`src/rtl/serial_subtractor_if.sv`:
```
// rtl/serial_subtractor_if.sv - operand/result handshake bundle for serial_subtractor
// SERIAL_SUB_SIGNED_OVF_EN adds the overflow signal to the bundle.
interface serial_subtractor_if #(
  parameter int WIDTH = 8
);
  logic             in_valid;
  logic             in_ready;
  logic [WIDTH-1:0] a;
  logic [WIDTH-1:0] b;
  logic             borrow_in;
  logic             out_valid;
  logic             out_ready;
  logic [WIDTH-1:0] difference;
  logic             borrow_out;
  logic             busy;
`ifdef SERIAL_SUB_SIGNED_OVF_EN
  logic             overflow;

  modport master (
    output in_valid, a, b, borrow_in, out_ready,
    input  in_ready, out_valid, difference, borrow_out, busy, overflow
  );
  modport slave (
    input  in_valid, a, b, borrow_in, out_ready,
    output in_ready, out_valid, difference, borrow_out, busy, overflow
  );
`else
  modport master (
    output in_valid, a, b, borrow_in, out_ready,
    input  in_ready, out_valid, difference, borrow_out, busy
  );
  modport slave (
    input  in_valid, a, b, borrow_in, out_ready,
    output in_ready, out_valid, difference, borrow_out, busy
  );
`endif
endinterface

```
`src/rtl/serial_subtractor.sv`:
```
// rtl/serial_subtractor.sv - LSB-first multi-cycle subtractor, BITS_PER_CYCLE bits per clock
// SERIAL_SUB_SIGNED_OVF_EN adds a two's-complement overflow flag valid with out_valid.
module serial_subtractor #(
  parameter int WIDTH          = 8,
  parameter int BITS_PER_CYCLE = 1
) (
  input  logic               clk,
  input  logic               rst,
  serial_subtractor_if.slave bus
);
  localparam int BPC   = BITS_PER_CYCLE;
  localparam int STEPS = WIDTH / BPC;
  localparam int CW    = (STEPS > 1) ? $clog2(STEPS) : 1;

  generate
    if ((WIDTH < 2) || ((WIDTH % BPC) != 0)) begin : g_bad_cfg
      $error("serial_subtractor: BITS_PER_CYCLE must divide WIDTH and WIDTH must be >= 2");
    end
  endgenerate

  typedef enum logic [1:0] {IDLE, RUN, DONE} state_t;

  state_t               state;
  state_t               state_nx;
  logic [WIDTH-1:0]     a_sh;
  logic [WIDTH-1:0]     b_sh;
  logic [WIDTH-1:0]     res_sh;
  logic                 br_q;
  logic                 br_next;
  logic [CW-1:0]        cnt;
  logic [BPC-1:0]       d_bits;
  logic [WIDTH+BPC-1:0] res_cat;
  logic                 accept;
  logic                 last_step;

  assign accept    = bus.in_valid & bus.in_ready;
  assign last_step = (cnt == CW'(STEPS - 1));

  always_ff @(posedge clk or posedge rst) begin
    if (rst) state <= IDLE;
    else     state <= state_nx;
  end

  always_comb begin
    state_nx = state;
    case (state)
      IDLE:    if (accept) state_nx = RUN;
      RUN:     if (last_step) state_nx = DONE;
      DONE:    if (bus.out_ready) state_nx = accept ? RUN : IDLE;
      default: state_nx = IDLE;
    endcase
  end

  // in_ready is gated by rst so nothing is taken while reset is asserted.
  always_comb begin
    bus.in_ready  = ~rst & ((state == IDLE) | ((state == DONE) & bus.out_ready));
    bus.out_valid = (state == DONE);
    bus.busy      = (state == RUN);
  end

  // Ripple-borrow across the BPC low bits, then the new bits enter the result from the top.
  always_comb begin
    logic br;
    d_bits = '0;
    br     = br_q;
    for (int i = 0; i < BPC; i++) begin
      d_bits[i] = a_sh[i] ^ b_sh[i] ^ br;
      br        = (~a_sh[i] & b_sh[i]) | (~(a_sh[i] ^ b_sh[i]) & br);
    end
    br_next = br;
    res_cat = {d_bits, res_sh} >> BPC;
  end

  always_ff @(posedge clk or posedge rst) begin
    if (rst) begin
      a_sh   <= '0;
      b_sh   <= '0;
      res_sh <= '0;
      br_q   <= 1'b0;
      cnt    <= '0;
    end else if (accept) begin
      a_sh <= bus.a;
      b_sh <= bus.b;
      br_q <= bus.borrow_in;
      cnt  <= '0;
    end else if (state == RUN) begin
      a_sh   <= a_sh >> BPC;
      b_sh   <= b_sh >> BPC;
      res_sh <= res_cat[WIDTH-1:0];
      br_q   <= br_next;
      if (!last_step) cnt <= cnt + 1'b1;
    end
  end

  assign bus.difference = res_sh;
  assign bus.borrow_out = br_q;

`ifdef SERIAL_SUB_SIGNED_OVF_EN
  logic a_msb;
  logic b_msb;
  logic ovf_q;

  always_ff @(posedge clk or posedge rst) begin
    if (rst) begin
      a_msb <= 1'b0;
      b_msb <= 1'b0;
      ovf_q <= 1'b0;
    end else if (accept) begin
      a_msb <= bus.a[WIDTH-1];
      b_msb <= bus.b[WIDTH-1];
    end else if ((state == RUN) && last_step) begin
      ovf_q <= (a_msb ^ b_msb) & (a_msb ^ d_bits[BPC-1]);
    end
  end

  assign bus.overflow = ovf_q;
`endif
endmodule

```
`src/flat_wrapper.sv`:
```
// flat-port wrapper written by rule: the top's interface ports become plain ports
module serial_subtractor_flat 
#(
  parameter int WIDTH          = 8,
  parameter int BITS_PER_CYCLE = 1
)
  (clk, rst, bus_in_valid, bus_a, bus_b, bus_borrow_in, bus_out_ready, bus_in_ready, bus_out_valid, bus_difference, bus_borrow_out, bus_busy);
  serial_subtractor_if #(.WIDTH(WIDTH)) bus_i ();
  input  logic clk;
  input  logic rst;
  input wire logic [$bits(bus_i.in_valid)-1:0] bus_in_valid;
  input wire logic [$bits(bus_i.a)-1:0] bus_a;
  input wire logic [$bits(bus_i.b)-1:0] bus_b;
  input wire logic [$bits(bus_i.borrow_in)-1:0] bus_borrow_in;
  input wire logic [$bits(bus_i.out_ready)-1:0] bus_out_ready;
  output wire logic [$bits(bus_i.in_ready)-1:0] bus_in_ready;
  output wire logic [$bits(bus_i.out_valid)-1:0] bus_out_valid;
  output wire logic [$bits(bus_i.difference)-1:0] bus_difference;
  output wire logic [$bits(bus_i.borrow_out)-1:0] bus_borrow_out;
  output wire logic [$bits(bus_i.busy)-1:0] bus_busy;
  assign bus_i.in_valid = bus_in_valid;
  assign bus_i.a = bus_a;
  assign bus_i.b = bus_b;
  assign bus_i.borrow_in = bus_borrow_in;
  assign bus_i.out_ready = bus_out_ready;
  assign bus_in_ready = bus_i.in_ready;
  assign bus_out_valid = bus_i.out_valid;
  assign bus_difference = bus_i.difference;
  assign bus_borrow_out = bus_i.borrow_out;
  assign bus_busy = bus_i.busy;
  serial_subtractor #(.WIDTH(WIDTH), .BITS_PER_CYCLE(BITS_PER_CYCLE)) u_core (.clk(clk), .rst(rst), .bus(bus_i));
endmodule
```
`config.mk`:
```
export PLATFORM = sky130hd
export DESIGN_NAME = serial_subtractor_flat
export DESIGN_NICKNAME = d
export VERILOG_FILES = /design/src/rtl/serial_subtractor_if.sv /design/src/rtl/serial_subtractor.sv /design/src/flat_wrapper.sv
export SDC_FILE = /design/constraint.sdc
export NUM_CORES = 1
export LEC_CHECK = 0
export CORE_AREA = 8 8 65 67
export DETAILED_ROUTE_END_ITERATION = 6
export DIE_AREA = 0 0 73 75
export DONT_BUFFER_PORTS = 1
export GPL_ROUTABILITY_DRIVEN = 0
export PLACE_DENSITY = 0.72
export SLEW_MARGIN = 0
export SYNTH_ARGS = -nofsm -noshare
export SYNTH_HDL_FRONTEND = slang
export SYNTH_SLANG_ARGS = --single-unit
```
`constraint.sdc`:
```
create_clock -name clk -period 3.45 [get_ports clk]
set_input_delay 0.345 -clock clk [delete_from_list [all_inputs] [get_ports clk]]
set_output_delay 0.345 -clock clk [all_outputs]
set_load 0.02 [all_outputs]
```
# Word-level counts from Yosys, hierarchy flattened
# Cells that the tools add are included.
# word_totals
register_bits	30
input_bits	21
output_inout_bits	12
wordCells	46
# op_classes
add_sub_neg	1
n_eq_ne	7
mux	14
bitwise_logic	13
reduce_logical	5
# op_table
op	count
8-bit two-way mux	4
3-bit two-way mux	3
2-bit two-way mux	3
2-bit by 1-bit inequality test with 1-bit output (second input constant)	3
2-bit case mux with 3 select lines	1
1-bit AND	5
1-bit inverter	4
2-bit AND reduction	2
3-bit by 1-bit adder with 3-bit output (second input constant)	1
3-bit equality test (second input constant)	1
1-bit two-way mux	3
3-bit AND reduction	1
2-bit by 1-bit equality test with 1-bit output (second input constant)	1
2-bit equality test (second input constant)	1
2-bit logical NOT	1
2-bit inequality test (second input constant)	1
1-bit bitwise OR	2
2-bit nonzero test	1
1-bit XOR	2

# Depth between registers and ports, before layout
# Gate-level depths: netlist of run 1.
# depth
word_depth	8
ltp_mapped	6
mapped_depth_nobuf	5

# Worst setup path after synthesis of run 1
# Ideal clock, no wire load.
# synth_path
path_type	register to output
from	register u_core.state[0]
to	output port bus_in_ready
arrival_time_ns	1.186
t_required_ns	3.105
setup_slack_ns	1.919
stages_incl_launch_ff	4
path_buffers	1
path_cell_list	dfrtp_1 > nor2_2 > clkbuf_1 > and2_1
# synth_between
elab_chain_cells	4
word_cells_on_any_way	5
classes_between	eq/ne (1); bitwise (3); reduce/logical (1)
# synth_rtl
element	line	text
from (decl)	serial_subtractor.sv:23	state_t state;
from (signal assigned)	serial_subtractor.sv:41	else state <= state_nx;
2-bit equality test	serial_subtractor.sv:56	bus.in_ready = ~rst & ((state == IDLE) | ((state == DONE) & bus.out_ready));
1-bit AND	serial_subtractor.sv:56	
1-bit bitwise OR *	serial_subtractor.sv:56	
1-bit AND *	serial_subtractor.sv:56	
to (decl)	flat_wrapper.sv:16	output wire logic [$bits(bus_i.in_ready)-1:0] bus_in_ready;
# Mark *: on every way between the ends. The rest lies on a longest branch, timed or not.

# Worst setup path after layout of run 1
# layout_path
from	register u_core.state[1]
to	register u_core.b_sh[5]
# layout_between
elab_chain_cells	6
word_cells_on_any_way	9
classes_between	eq/ne (2); mux (1); bitwise (4); reduce/logical (2)
# layout_rtl
element	line	text
2-bit equality test	serial_subtractor.sv:56	
1-bit AND	serial_subtractor.sv:56	
1-bit bitwise OR	serial_subtractor.sv:56	
1-bit AND	serial_subtractor.sv:56	
1-bit AND	serial_subtractor.sv:36	assign accept = bus.in_valid & bus.in_ready;
8-bit two-way mux / 2-bit nonzero test (equally long branches)	-	
to (signal assigned)	serial_subtractor.sv:83	b_sh <= bus.b;
to (signal assigned)	serial_subtractor.sv:88	b_sh <= b_sh >> BPC;
to (decl)	serial_subtractor.sv:26	logic [WIDTH-1:0] b_sh;
# Several ways; a longest one is shown, not always the timed one.
# A chain may end at the register's enable or synchronous reset.

==> results of run 1 <==
[synthesized netlist by cell type]
master	n
nor2_2	1
nor2b_1	4
mux2_1	1
inv_1	2
nor3b_2	1
nand4_1	15
nand2_1	1
buf_8	2
mux2i_1	17
xnor2_1	1
and2_1	1
nand2b_1	1
o21ai_0	1
clkbuf_1	4
dfrtp_1	30
fa_1	1
mux2_2	8
and3_1	1
nor2_1	4
nand3_1	1
ha_1	2
buf_4	1
o21ai_1	8
buf_6	3
or2_1	1
o21ai_2	7
a21oi_1	1
[path summary, 6_finish.rpt]
| path | from | end | slack [ns] | depth (start not counted) |
|---|---|---|---|---|
| max in group asynchronous | rst | u_core.bus.difference[1] | 2.62 | 1 |
| setup / recovery | u_core.state[1] | u_core.b_sh[5] | 1.40 | 3 |
| hold reg to reg | u_core.state[0] | u_core.state[1] | 0.56 | 1 |
| hold / removal | bus_in_valid | u_core.b_sh[1] | 0.15 | 2 |
| setup reg to reg | u_core.state[1] | u_core.b_sh[5] | 1.40 | 3 |
| min in group asynchronous | rst | u_core.state[1] | 0.18 | 1 |
[power breakdown]
group          switching (mW)  internal [mW]
Clock                   0.118          0.139
Sequential              0.178          0.513
Combinational           0.276          0.267
[layer usage]
layer / routed length [um] / part of all wire
met5: 0 / 0
met4: 46 / 0.016
met3: 331 / 0.12
met2: 1230 / 0.43
met1: 1250 / 0.44
[cells by family after synthesis]
logic type	after synthesis
and+or+nand+nor	31
DFF	30
muxes	26
AOI/OAI and AO/OA	17
buffers and inverters	12
adders and majority gates	3
xor gates and xnor gates	1
[registers in the layout (all words and copies together) (netlist names)]
register               cells
u_core.a_sh                8
u_core.bus.difference      8
u_core.b_sh                8
u_core.bus.borrow_out      1
u_core.state               2
u_core.cnt                 3
[layout make-up]
class / count / area [um2]
well taps: 46 / 57.6
clock buffers: 8 / 78.8
multi-input cells: 78 / 631
flip-flops and latches: 30 / 751
inverters: 2 / 7.51
fillers: 301 / 1710
==> flow_metrics.py, run 1 <==
metrics = {
    "layout": {
        "final_common_cell": "dfrtp_1",
        "area_growth_pct": 3.92,
        "nets": 141,
        "stdcell_area_um2": 1530,
        "postLayoutCoreUtil": 0.472,
        "final_layout_size_suffix_gt1_frac": 0.220,
        "antenna_cells": 0,
        "final_cell_mix": "30 x dfrtp_1, 17 x mux2i_1, 15 x nand4_1",
        "fin_cells": 164,
    },
    "place": {
        "pre_cts_slack_ns": 1.42,
        "placed_cells": 156,
        "io_buffers": 0,
        "placed_area_um2": 1450,
        "hpwl_um": 2100,
    },
    "timing": {
        "setup_viol_count_final": 0,
        "rsz0062_at_grt": "no",
        "min_period_ns": 2.05,
        "fin_skew_ns": 0.00450,
        "maxSlewViolCount": 0,
        "hold_slack_ns": 0.155,
        "fin_tns_setup_ns": 0,
        "maxSlewHeadroom": 0.273,
        "setup_ws_ns": 1.40,
        "worst_pin_slew_ns": 1.09,
        "hold_viol_final": 0,
        "fmax_mhz": 487,
        "post-route-period-util": 0.595,
    },
    "drt": {
        "drt_iter0_markers": 87,
        "num_vias": 902,
        "drt-total-wl_um": 2850,
        "drtAntennaViolNets": 0,
        "vias_per_cell": 5.50,
        "dr.pass1.iters": 4,
        "route.detailed.drc": 0,
        "wl_per_cell_um": 17.4,
    },
    "clock_network": {
        "hold_buffers": 0,
        "cts_resized": 0,
        "path_clk_slew_ns": 0.09,
        "cts_max_level": 2,
        "cts_made_buffers": 5,
        "clock-sinks": 30,
        "postCtsSetupBuffers": 0,
        "clockRootBuffer": "clkbuf_4",
        "worst_skew_pair.late_latency_ns": 0.32,
        "cts_buffer_depth": 2,
        "cts_tree": "built",
    },
    "setup_path": {
        "crit_path_end_kind": "flip-flop",
        "required_ns": 3.63,
        "critPathLaunchType": "flip-flop",
        "crit_fanout": 19,
        "critPathKind": "flip-flop to flip-flop",
        "path_cells": "nand2b_1 -> and3_1 -> o21ai_1",
        "cp_data_arrival_time_ns": 2.23,
        "slowest_stage": "and3_1",
        "slowest_delay_ns": 0.81,
        "critical-path-top-delay-family": "simple AND/OR/NAND/NOR gates",
        "critical_path_buf_inv_count": 0,
    },
    "pwr": {
        "cellLeakagePower_nw": 0.688,
        "power.density_nw_per_um2": 978,
        "power_mw": 1.49,
        "ir_worst_vdd_v": 0.000447,
    },
    "synthesis": {
        "synthAdderAreaFrac": 0.0307,
        "avgSynthCellArea_um2": 12.2,
        "synth_seq_cells": 30,
        "synth-seq-area-share": 0.512,
        "synth_top_family_by_area": "multiplexers",
        "synth_top_area_frac": 0.512,
        "synth_cell_types": 27,
        "synth_mux_area_frac": 0.185,
        "yosys-top-cells-area": "dfrtp_1 51%, mux2i_1 12%, nand4_1 6.4%",
        "syn_inst": 120,
        "synth_nets": 144,
        "yosys_warnings": 0,
        "synth_xor_area_frac": 0.00597,
        "synthSimpleGateAreaFrac": 0.127,
        "synth_compound_area_frac": 0.0759,
        "yosysTopAreaCell": "dfrtp_1",
        "syn-cell-area_um2": 1470,
    },
    "floorplanning": {
        "num_io_pins": 33,
        "core_area_um2": 3230,
        "die_x_um": 73,
        "die_area_um2": 5480,
        "start_util": 0.454,
        "die_y_um": 75,
        "row_count": 21,
    },
    "grt": {
        "grt_pass1_wl_um": 4810,
        "grt-ovfl-total": 0,
        "use_met2": 0.167,
        "gr-usage-all-layers": 0.120,
        "grt_pass1_vias": 914,
        "antenna_found_initial": 0,
        "busiest_layer": "met2",
        "grtUsageMet3": 0.0799,
        "grtUsageMet1": 0.141,
        "grt_max_degree": 31,
    },
    "worst_hold_path": {
        "hold_class": "input pin to flip-flop",
    },
    "run": {
        "cap_violations": 0,
    },
    "outcome": {
        "status": "finished clean",
    },
}
Power figures use the tool's default switching activity.
==> inputs of run 2 (changes only) <==
--- a/config.mk
+++ b/config.mk
@@ -10,7 +10,7 @@
 export DIE_AREA = 0 0 73 75
 export DONT_BUFFER_PORTS = 1
 export GPL_ROUTABILITY_DRIVEN = 0
-export PLACE_DENSITY = 0.72
+export PLACE_DENSITY = 0.74
 export SLEW_MARGIN = 0
 export SYNTH_ARGS = -nofsm -noshare
 export SYNTH_HDL_FRONTEND = slang
==> constraint.sdc (replaced) <==
create_clock -name clk -period 1.7 [get_ports clk]
set_input_delay 0.17 -clock clk [delete_from_list [all_inputs] [get_ports clk]]
set_output_delay 0.17 -clock clk [all_outputs]
set_load 0.02 [all_outputs]
==> flow_metrics.py, run 2 (synthesis results as in run 1) <==
metrics = {
    "drt": {
        "dr.pass1.iters": 4,
        "drt-total-wl_um": 3150,
        "wl_per_cell_um": 17.0,
        "vias_per_cell": 5.32,
        "drt_iter0_markers": 31,
        "drtAntennaViolNets": 0,
        "route.detailed.drc": 0,
        "num_vias": 989,
    },
    "grt": {
        "antenna_found_initial": 0,
        "grt_pass1_wl_um": 5130,
        "grt-ovfl-total": 0,
        "gr-usage-all-layers": 0.124,
        "grt_max_degree": 31,
        "grt_pass1_vias": 1040,
    },
    "clock_network": {
        "path_clk_slew_ns": 0.10,
        "cts_tree": "built",
        "cts_max_level": 2,
        "worst_skew_pair.late_latency_ns": 0.34,
        "clockRootBuffer": "clkbuf_4",
        "postCtsSetupBuffers": 0,
        "cts_made_buffers": 5,
        "cts_buffer_depth": 2,
        "clock-sinks": 30,
    },
    "pwr": {
        "internal-power_mw": 1.88,
        "p_sw_frac": 0.393,
        "power_frac_seq": 0.456,
        "clkPwrFrac": 0.145,
        "ir_worst_vdd_v": 0.000851,
        "power_mw": 3.11,
        "power_frac_comb": 0.399,
        "cellLeakagePower_nw": 0.786,
        "power.density_nw_per_um2": 1780,
        "net-switching-power_mw": 1.22,
    },
    "timing": {
        "hold_viol_final": 0,
        "setup_viol_count_final": 0,
        "min_period_ns": 1.60,
        "worst_pin_slew_ns": 0.560,
        "fin_tns_setup_ns": 0,
        "fin_skew_ns": 0.0142,
        "post-route-period-util": 0.939,
        "maxSlewViolCount": 0,
        "maxSlewHeadroom": 0.626,
        "rsz0062_at_grt": "no",
        "fmax_mhz": 626,
    },
    "layout": {
        "fin_cells": 186,
        "stdcell_area_um2": 1740,
        "antenna_cells": 0,
        "nets": 163,
        "final_layout_size_suffix_gt1_frac": 0.243,
        "final_common_cell": "dfrtp_1",
        "n_fill_cell": 297,
        "area_growth_pct": 18.7,
        "final_cell_mix": "30 x dfrtp_1, 17 x mux2i_1, 15 x nand4_1, 15 x dlygate4sd3_1",
    },
    "place": {
        "placed_area_um2": 1510,
        "placed_cells": 163,
        "io_buffers": 0,
        "hpwl_um": 2130,
    },
    "setup_path": {
        "crit_path_end_kind": "flip-flop",
        "critPathLaunchType": "flip-flop",
        "required_ns": 1.97,
        "critPathKind": "flip-flop to flip-flop",
        "cp_data_arrival_time_ns": 1.87,
        "crit_fanout": 15,
    },
    "floorplanning": {
        "num_io_pins": 33,
        "core_area_um2": 3230,
        "die_y_um": 75,
        "row_count": 21,
        "die_x_um": 73,
        "start_util": 0.454,
        "die_area_um2": 5480,
    },
    "outcome": {
        "status": "finished clean",
    },
    "worst_hold_path": {
        "hold_class": "input pin to flip-flop",
    },
    "run": {
        "cap_violations": 0,
    },
}
run 2: cell types whose count changed in the layout (fill, tap and decap cells not counted):
cell / change
buf_4: +5
buf_6: +1
nand2b_4: +1
nor2_2: -1
nor2_4: +1
buf_12: +1
clkbuf_8: -2
clkinvlp_4: +1
clkinv_2: +1
nand2b_1: -1
dlygate4sd3_1: +15
run 2: metal layers:
layer	track usage	share of wire	vias up	routed length, um
met5	0	0	-	0
met3	0.0639	0.084	6	265
li1	-	-	469	-
met2	0.193	0.46	30	1460
met1	0.142	0.44	484	1380
met4	0.0467	0.015	0	46
run 2: path summary, 6_finish.rpt:
path | end | from | cells after the start | slack [ns]
max | u_core.b_sh[4] | u_core.state[1] | 5 | 0.10
min | u_core.a_sh[3] | bus_a[3] | 2 | 0.01
max reg2reg | u_core.b_sh[4] | u_core.state[1] | 5 | 0.10
min reg2reg | u_core.b_sh[6] | u_core.b_sh[7] | 2 | 0.55
max in group asynchronous | u_core.a_sh[6] | rst | 3 | 1.07
min in group asynchronous | u_core.b_sh[2] | rst | 3 | 0.34
run 2: final cells by class:
class | count | area, um2 | share of cell area
inverters | 2 | 7.51 | 0.00431
clock inverters | 2 | 12.5 | 0.00718
clock buffers | 6 | 51.3 | 0.0295
well taps | 46 | 57.6 | 0.0330
multi-input cells | 78 | 643 | 0.369
repair buffers | 22 | 219 | 0.126
flip-flops and latches | 30 | 751 | 0.431
run 2: timing repair:
item	4_1_cts	5_1_grt
hold buffers	14	1
hold endpoints to repair	47	1
setup endpoints to repair	0	2
gates resized for setup	0	3
run 2: critical path, stage by stage (launching register included):
cell and delay (ns):
dfrtp_1 0.47, nand2b_4 0.13, buf_6 0.17, nand4_1 0.10, dlygate4sd3_1 0.59, o21ai_1 0.07
run 2: power by group through the flow:
stage,Clock (mW),Combinational [mW],Sequential (mW)
final,0.452,1.24,1.42
after CTS,0.469,1.25,1.42
after floorplan,0,1.06,1.35
after global placement,0,1.16,1.41
after detailed placement,0,1.21,1.43
after global routing,0.502,1.38,1.46
run 2: through the flow:
stage | hold WS [ns] | setup WS (ns) | util
2_1_floorplan | 0.261 | 0.277 | -
3_3_place_gp | 0.149 | 0.245 | 0.468
3_5_place_dp | 0.158 | 0.178 | 0.468
4_1_cts | 0.000353 | 0.0359 | 0.531
5_1_grt | 0.00626 | 0.0298 | 0.539
6_report | 0.0148 | 0.103 | 0.539
==> inputs of run 3 (changes only) <==
--- a/config.mk
+++ b/config.mk
@@ -11,7 +11,9 @@
 export DONT_BUFFER_PORTS = 1
 export GPL_ROUTABILITY_DRIVEN = 0
 export PLACE_DENSITY = 0.74
+export SKIP_CTS_REPAIR_TIMING = 1
 export SLEW_MARGIN = 0
 export SYNTH_ARGS = -nofsm -noshare
 export SYNTH_HDL_FRONTEND = slang
 export SYNTH_SLANG_ARGS = --single-unit
+export TNS_END_PERCENT = 50
==> flow_metrics.py, run 3 (synthesis results as in run 1) <==
metrics = {
    "timing": {
        "maxSlewHeadroom": 0.641,
        "post-route-period-util": 0.945,
        "fin_skew_ns": 0.0148,
        "fin_tns_setup_ns": 0,
        "setup_viol_count_final": 0,
        "hold_viol_final": 0,
        "worst_pin_slew_ns": 0.537,
        "maxSlewViolCount": 0,
        "rsz0062_at_grt": "no",
        "min_period_ns": 1.61,
        "setup_ws_ns": 0.0937,
        "fmax_mhz": 623,
    },
    "floorplanning": {
        "start_util": 0.454,
        "die_x_um": 73,
        "die_y_um": 75,
        "core_area_um2": 3230,
        "row_count": 21,
        "die_area_um2": 5480,
        "num_io_pins": 33,
    },
    "drt": {
        "route.detailed.drc": 0,
        "num_vias": 982,
        "drtAntennaViolNets": 0,
        "drt-total-wl_um": 3070,
        "wl_per_cell_um": 16.7,
        "vias_per_cell": 5.34,
        "drt_iter0_markers": 37,
        "dr.pass1.iters": 4,
    },
    "clock_network": {
        "cts_max_level": 2,
        "cts_tree": "built",
        "cts_buffer_depth": 2,
        "clockRootBuffer": "clkbuf_4",
        "clock-sinks": 30,
        "path_clk_slew_ns": 0.10,
        "worst_skew_pair.late_latency_ns": 0.34,
        "cts_made_buffers": 5,
    },
    "grt": {
        "use_met2": 0.170,
        "grt_max_degree": 31,
        "grtUsageMet1": 0.130,
        "grt_pass1_vias": 955,
        "grtUsageMet3": 0.0666,
        "antenna_found_initial": 0,
        "gr-usage-all-layers": 0.114,
        "grt_pass1_wl_um": 4680,
        "grt-ovfl-total": 0,
        "busiest_layer": "met2",
    },
    "outcome": {
        "status": "finished clean",
    },
    "setup_path": {
        "r2r-end": "u_core.cnt[1]",
        "critPathKind": "flip-flop to output pin",
        "critPathLaunchType": "flip-flop",
        "r2r_cells": 5,
        "crit_fanout": 15,
        "crit_path_end_kind": "output pin",
        "cp_data_arrival_time_ns": 1.44,
        "required_ns": 1.53,
        "ff2ff_setup_slack_ns": 0.17,
        "rr_startpoint": "u_core.cnt[0]",
    },
    "worst_hold_path": {
        "hold_class": "input pin to flip-flop",
        "hold_path_depth": 2,
        "hp-start": "bus_a[4]",
        "hold_end": "u_core.a_sh[4]",
    },
    "layout": {
        "n_fill_cell": 293,
        "final_common_cell": "dfrtp_1",
        "final_cell_mix": "30 x dfrtp_1, 17 x mux2i_1, 15 x nand4_1",
        "final_layout_size_suffix_gt1_frac": 0.246,
        "antenna_cells": 0,
        "fin_cells": 184,
        "area_growth_pct": 16.3,
        "nets": 161,
    },
    "pwr": {
        "power.density_nw_per_um2": 1810,
        "ir_worst_vdd_v": 0.000851,
        "cellLeakagePower_nw": 0.772,
        "power_mw": 3.09,
    },
    "place": {
        "hpwl_um": 2130,
        "io_buffers": 0,
        "pre_cts_slack_ns": 0.178,
        "placed_cells": 163,
    },
    "run": {
        "cap_violations": 0,
    },
}
[run 3: worst max path at each step]
stage | from | endpoint | slack (ns) | cells after the start
6_report | u_core.state[1] | bus_in_ready | 0.09 | 3
4_1_cts | u_core.state[1] | bus_in_ready | 0.05 | 3
3_3_place_gp | u_core.cnt[0] | u_core.cnt[1] | 0.24 | 5
5_1_grt | u_core.state[1] | bus_in_ready | 0.01 | 3
3_5_place_dp | u_core.cnt[0] | u_core.cnt[1] | 0.18 | 5
2_1_floorplan | u_core.cnt[0] | u_core.cnt[1] | 0.28 | 5
[run 3: power breakdown]
group / internal (mW) / switching [mW] / total [mW]
clock: 0.199 / 0.257 / 0.455
sequential: 1.04 / 0.369 / 1.41
combinational: 0.636 / 0.592 / 1.23
[run 3: layout make-up]
class	instances	area, um2	share of cell area
Clock buffer	6	51.3	0.0301
Clock inverter	2	12.5	0.00733
Inverter	2	7.51	0.00440
Multi-Input combinational cell	78	632	0.370
Sequential cell	30	751	0.440
Tap cell	46	57.6	0.0337
Timing Repair Buffer	20	195	0.114
[run 3: worst max-delay path, cell delays in order (launching register included)]
cell and delay, ns:
dfrtp_1 0.45, nand2b_1 0.18, buf_4 0.24, and2_2 0.23
[run 3: metrics by stage]
| stage | cell area (um2) | hold WS, ns | util |
|---|---|---|---|
| after global routing | 1710 | 0.00626 | 0.528 |
| final | 1710 | 0.00950 | 0.528 |
| after detailed placement | 1510 | 0.158 | 0.468 |
| after CTS | 1580 | -0.222 | 0.487 |
| after global placement | 1510 | 0.149 | 0.468 |
| after floorplan | 1470 | 0.261 | - |
[run 3: per-layer routing]
metal,vias to the layer above,wire [um]
li1,460,-
met1,487,1340
met2,29,1400
met3,6,274
met4,0,44
met5,-,0
